`src/rtl/dmem_vector_reader.sv`:
```
// Read-side engine for the word-addressed data RAM: issues 1 or LANES sequential reads
// through a one-cycle-latency port and packs the returned words into one response.
module dmem_vector_reader #(
  parameter int S     = 32,
  parameter int LANES = 6,
  parameter int V     = 192,
  parameter int SIZE  = 30015
) (
  input  logic         clk,
  input  logic         rst,
  input  logic         req_valid,
  output logic         req_ready,
  input  logic [S-1:0] req_addr,
  input  logic         req_is_vector,
  output logic         mem_re,
  output logic [S-1:0] mem_addr,
  input  logic [S-1:0] mem_rdata,
  output logic         rsp_valid,
  input  logic         rsp_ready,
  output logic [V-1:0] rsp_data,
  output logic         rsp_oob
);

  localparam int IDX_W = $clog2(LANES + 1);

  typedef enum logic [1:0] {IDLE, READ, DRAIN, RESP} state_t;

  state_t             state;
  logic [S-1:0]       base;
  logic [IDX_W-1:0]   n_lanes;
  logic [IDX_W-1:0]   issue_idx;
  logic [IDX_W-1:0]   cap_idx;
  logic               cap_re;

  logic [S-1:0]       issue_base;
  logic [IDX_W-1:0]   next_idx;
  logic [S:0]         next_addr;
  logic               next_in_range;
  logic               last_issued;

  // Address of the lane about to be issued; the extra bit keeps base+i from wrapping
  // into the valid range when base sits near the top of the address space.
  always_comb begin
    issue_base    = (state == IDLE) ? req_addr : base;
    next_idx      = (state == IDLE) ? '0 : issue_idx + IDX_W'(1);
    next_addr     = {1'b0, issue_base} + {{(S + 1 - IDX_W){1'b0}}, next_idx};
    next_in_range = next_addr < (S + 1)'(SIZE);
    last_issued   = (issue_idx + IDX_W'(1)) >= n_lanes;
  end

  always_ff @(posedge clk or posedge rst) begin
    if (rst) begin
      state     <= IDLE;
      base      <= '0;
      n_lanes   <= '0;
      issue_idx <= '0;
      cap_idx   <= '0;
      cap_re    <= 1'b0;
      req_ready <= 1'b1;
      mem_re    <= 1'b0;
      mem_addr  <= '0;
      rsp_valid <= 1'b0;
      rsp_data  <= '0;
      rsp_oob   <= 1'b0;
    end else begin
      // Read data arrives one cycle after its mem_re, so capture follows a delayed copy.
      cap_re  <= mem_re;
      cap_idx <= issue_idx;
      if (cap_re && (cap_idx < n_lanes))
        rsp_data[cap_idx*S +: S] <= mem_rdata;

      case (state)
        IDLE: begin
          if (req_valid && req_ready) begin
            base      <= req_addr;
            n_lanes   <= req_is_vector ? IDX_W'(LANES) : IDX_W'(1);
            rsp_data  <= '0;
            rsp_oob   <= !next_in_range;
            req_ready <= 1'b0;
            issue_idx <= '0;
            mem_re    <= next_in_range;
            mem_addr  <= next_in_range ? next_addr[S-1:0] : '0;
            state     <= READ;
          end
        end
        READ: begin
          if (last_issued) begin
            mem_re   <= 1'b0;
            mem_addr <= '0;
            state    <= DRAIN;
          end else begin
            issue_idx <= next_idx;
            mem_re    <= next_in_range;
            mem_addr  <= next_in_range ? next_addr[S-1:0] : '0;
            if (!next_in_range)
              rsp_oob <= 1'b1;
          end
        end
        DRAIN: begin
          rsp_valid <= 1'b1;
          state     <= RESP;
        end
        RESP: begin
          if (rsp_ready) begin
            rsp_valid <= 1'b0;
            req_ready <= 1'b1;
            state     <= IDLE;
          end
        end
        default: state <= IDLE;
      endcase
    end
  end

endmodule

```
`config.mk`:
```
export PLATFORM = sky130hd
export DESIGN_NAME = dmem_vector_reader
export DESIGN_NICKNAME = d
export VERILOG_FILES = /design/src/rtl/dmem_vector_reader.sv
export SDC_FILE = /design/constraint.sdc
export NUM_CORES = 1
export LEC_CHECK = 0
export BUFFER_PORTS_ARGS = -buffer_cell sky130_fd_sc_hd__clkbuf_2
export CAP_MARGIN = 20
export CORE_UTILIZATION = 30
export CTS_CLUSTER_SIZE = 20
export DETAILED_ROUTE_END_ITERATION = 7
export GPL_TIMING_DRIVEN = 0
export SYNTH_ARGS = -nofsm -noshare
export SYNTH_HDL_FRONTEND = slang
export SYNTH_SLANG_ARGS = --single-unit
export TNS_END_PERCENT = 20
```
`constraint.sdc`:
```
create_clock -name clk -period 9.2 [get_ports clk]
set_input_delay 0.92 -clock clk [delete_from_list [all_inputs] [get_ports clk]]
set_output_delay 0.92 -clock clk [all_outputs]
set_load 0.005 [all_outputs]
```
==> impl_metrics.csv <==
group,metric,value,unit
run_status,outcome,"complete, no violations",
clocking,clk_path_buf_depth,3,
floorplanning,die_y,205,um
clocking,ctsHoldBuffers,0,
detailed_routing,drc,0,
clocking,cts_resized,0,
grt,grt_use_total,0.197,
grt,grt_antenna_before_repair,4,
setup_path,crit_top_cell,"buf_6",
min_path,hold_path_class,"input port to asynchronous set/reset pin",
grt,grt_pass1_vias,10700,
clocking,postCtsSetupRepairBufs,0,
timing,finalCritPeriodShare,0.633,
detailed_routing,top_layer,"met5",
timing,fin_tns_setup,0,ps
place,numPortBuffers,296,
setup_path,slowest_delay,590,ps
detailed_routing,ant_nets,0,
timing,rsz0062_at_grt,"false",
setup_path,arrival,6280,ps
floorplanning,start_util,0.304,
clocking,cts_tree,"yes",
clocking,insertion_delay,530,ps
layout,fillers,4177,
pwr,total_power,2.55,mW
pwr,peakVddDrop,0.111,mV
setup_path,crit_buf_inv,8,
setup_path,cp_top_family,"buffers and inverters",
layout,utilization,0.383,
synthesis,ys_ff_latch,271,
setup_path,worst-setup-path-type,"flip-flop to flip-flop",
detailed_routing,drt-vias-per-instance,5.02,
synthesis,yosysSeqAreaShare,0.547,
timing,fmax,172,MHz
clocking,numCtsBuffers,34,
clocking,cts.sinks,271,
timing,slew-limit-headroom,0.423,
synthesis,synth-edff-count,0,
detailed_routing,met1_length,17700,um
detailed_routing,drtPass1Iterations,7,
synthesis,async_flop_share,1.00,
layout,n_antenna_cell,0,
detailed_routing,drtIter0Drc,687,
timing,timing.final.hold_violations,0,
timing,fin_skew,16.0,ps
clocking,htreeDepth,2,
floorplanning,fp-row-count,74,
synthesis,ys_warn_count,0,
synthesis,synth_top_flop_cell,"dfrtp_1",
grt,grt_pass1_wl,63300,um
grt,grt_max_degree,126,
grt,grt-ovfl-total,0,
timing,period_minus_slack,5820,ps
timing,hold_slack,412,ps
layout,syn2layout_area_growth,26.2,%
place,gp_congestion,0.857,
floorplanning,floorplan.die_area,42200,sq um
timing,finalSetupViolCount,0,
timing,worst_pin_slew,865,ps
detailed_routing,vias,11100,
floorplanning,coreArea,40800,sq um
synthesis,syn_avg_cell_area,9.40,sq um
synthesis,postSynthCellCount,1320,
setup_path,cp-start-kind,"flip-flop",
synthesis,synth_area,12400,sq um
flow_run,drv_cap,0,
clocking,clkTransAtPathRegs,50,ps
setup_path,end_kind,"flip-flop",
setup_path,cp_slowest_cell,"a22oi_1",
detailed_routing,dr_wl_met3,2980,um
timing,drv_slew,0,
floorplanning,dieWidth,205,um
layout,nNetsFinal,1741,
setup_path,cp_data_required_time,9660,ps
detailed_routing,wl_met2,20400,um
floorplanning,ios,297,
clocking,cts-root-buf,"clkbuf_16",
synthesis,syn_nets,1405,
place,dp_hpwl,30800,um
synthesis,synth.distinct_cells,61,
detailed_routing,routed_wl,42100,um
pwr,power_density,163,nW/um^2
layout,drive_above_1_share,0.227,
setup_path,worstPathMaxFanout,10,
detailed_routing,routedWlPerCell,19.1,um
setup_path,path_cells,"inv_1 -> ha_1 -> buf_6 -> buf_6 -> buf_2 -> buf_2 -> buf_4 -> buf_1 -> mux2_2 -> ha_1 -> nand3_1 -> a22oi_1 -> nand3_1 -> o31a_1 -> nor3_1 -> nand4_1 -> nor4_4 -> buf_6 -> a22o_1",
pwr,power.leakage,7.72,nW
==> cell usage in the layout, fill, tap and decap left out, types with 7 or more instances in the layout <==
master and n:
nor3_1 14, clkbuf_1 91, xor2_1 9, and3_1 8, a22o_1 20, o21ai_0 16, clkbuf_16 35, nand4_1 11
mux2i_1 55, a22oi_1 7, inv_1 14, buf_2 9, nand3_1 110, a21oi_1 171, and2_1 21, nand2_1 341
clkbuf_2 296, ha_1 15, nand3b_1 11, dfrtp_1 270, mux2_2 11, nor2_1 51, xnor2_1 10
==> cell families after synthesis <==
logic type | share of synthesized area
AOI/OAI and AO/OA | 0.118
xor gates and xnor gates | 0.0134
adders and majority gates | 0.0167
buffers and inverters | 0.0346
DFF | 0.547
muxes | 0.0544
and+or+nand+nor | 0.216
==> layer usage <==
metal / vias up / track usage
met1: 5451 / 0.248
met4: 8 / 0.0577
met3: 72 / 0.0481
li1: 5188 / -
met2: 383 / 0.333
met5: - / 0
==> per-stage QoR <==
stage | setup slack (ps) | cell area [sq um] | cells
6_report | 3380 | 15700 | 2210
3_5_place_dp | 3410 | 14600 | 2151
2_1_floorplan | 815 | 12400 | 1320
3_3_place_gp | -2430 | 14600 | 2148
5_1_grt | 3030 | 15700 | 2210
4_1_cts | 3360 | 15700 | 2209
==> where the power goes <==
part	internal [mW]	leakage [nW]	switching, mW
clock network	0.744	0.499	0.512
logic	0.0271	4.28	0.0707
registers	1.19	2.94	0
==> layout make-up <==
class | count | area [sq um] | share of cell area
flip-flops and latches | 271 | 6780 | 0.433
inverters | 15 | 63.8 | 0.00408
plain buffers | 90 | 373 | 0.0238
clock inverters | 8 | 71.3 | 0.00456
repair buffers | 300 | 1550 | 0.0988
multi-input cells | 944 | 5200 | 0.332
clock buffers | 50 | 952 | 0.0608
well taps | 532 | 666 | 0.0425
==> state kept, by name (all words and copies together), names as in the netlist <==
register / flops
mem_addr: 32
rsp_oob: 1
mem_re: 1
rsp_valid: 1
n_lanes: 2
cap_re: 1
rsp_data: 192
state: 2
base: 32
req_ready: 1
cap_idx: 3
issue_idx: 3
==> worst paths after layout <==
path	startpoint	endpoint	slack, ps	cells after the start
max reg2reg	state[0]	mem_addr[1]	3380	19
min reg2reg	issue_idx[1]	cap_idx[1]	410	0
max	state[0]	mem_addr[1]	3380	19
min in group clk	issue_idx[1]	cap_idx[1]	410	0
min	rst	rsp_data[28]	410	2
max in group asynchronous	rst	rsp_data[16]	7340	4
==> synthesized netlist by cell type (3+ instances only) <==
cell type  instances  area [sq um]
or4_1              4          30.0
buf_2              7          35.0
nand2b_1           3          18.8
xor2_1             9          78.8
a21oi_1          171           856
inv_1             15          56.3
and3_1             8          50.1
o21a_1             3          22.5
xnor2_1           10          87.6
nor2b_1            4          25.0
or3_1              3          18.8
ha_1              15           188
clkbuf_1          78           293
o21ai_0           16          80.1
nand2_1          341          1280
nor3_1            14          70.1
nand4_1           11          68.8
nor4_1             4          25.0
nand3b_1          11          82.6
mux2i_1           55           551
a211o_1            3          26.3
dfrtp_1          270          6760
buf_6              3          33.8
a21o_1             6          45.0
and2_1            21           131
nor2_1            51           191
a22o_1            20           175
mux2_2            11           124
nand3_1          110           551
a22oi_1            7          52.6
==> worst reg2reg max path, cell delays in order, from the launching register on <==
cell     delay (ps)
dfrtp_1         410
inv_1           120
ha_1            220
buf_6           190
buf_6           170
buf_2           270
buf_2           320
buf_4           260
buf_1           510
mux2_2          410
ha_1            350
nand3_1         150
a22oi_1         590
nand3_1         270
o31a_1          350
nor3_1          190
nand4_1         240
nor4_4          410
buf_6           200
a22o_1          140
(Power assumes the default switching activity.)
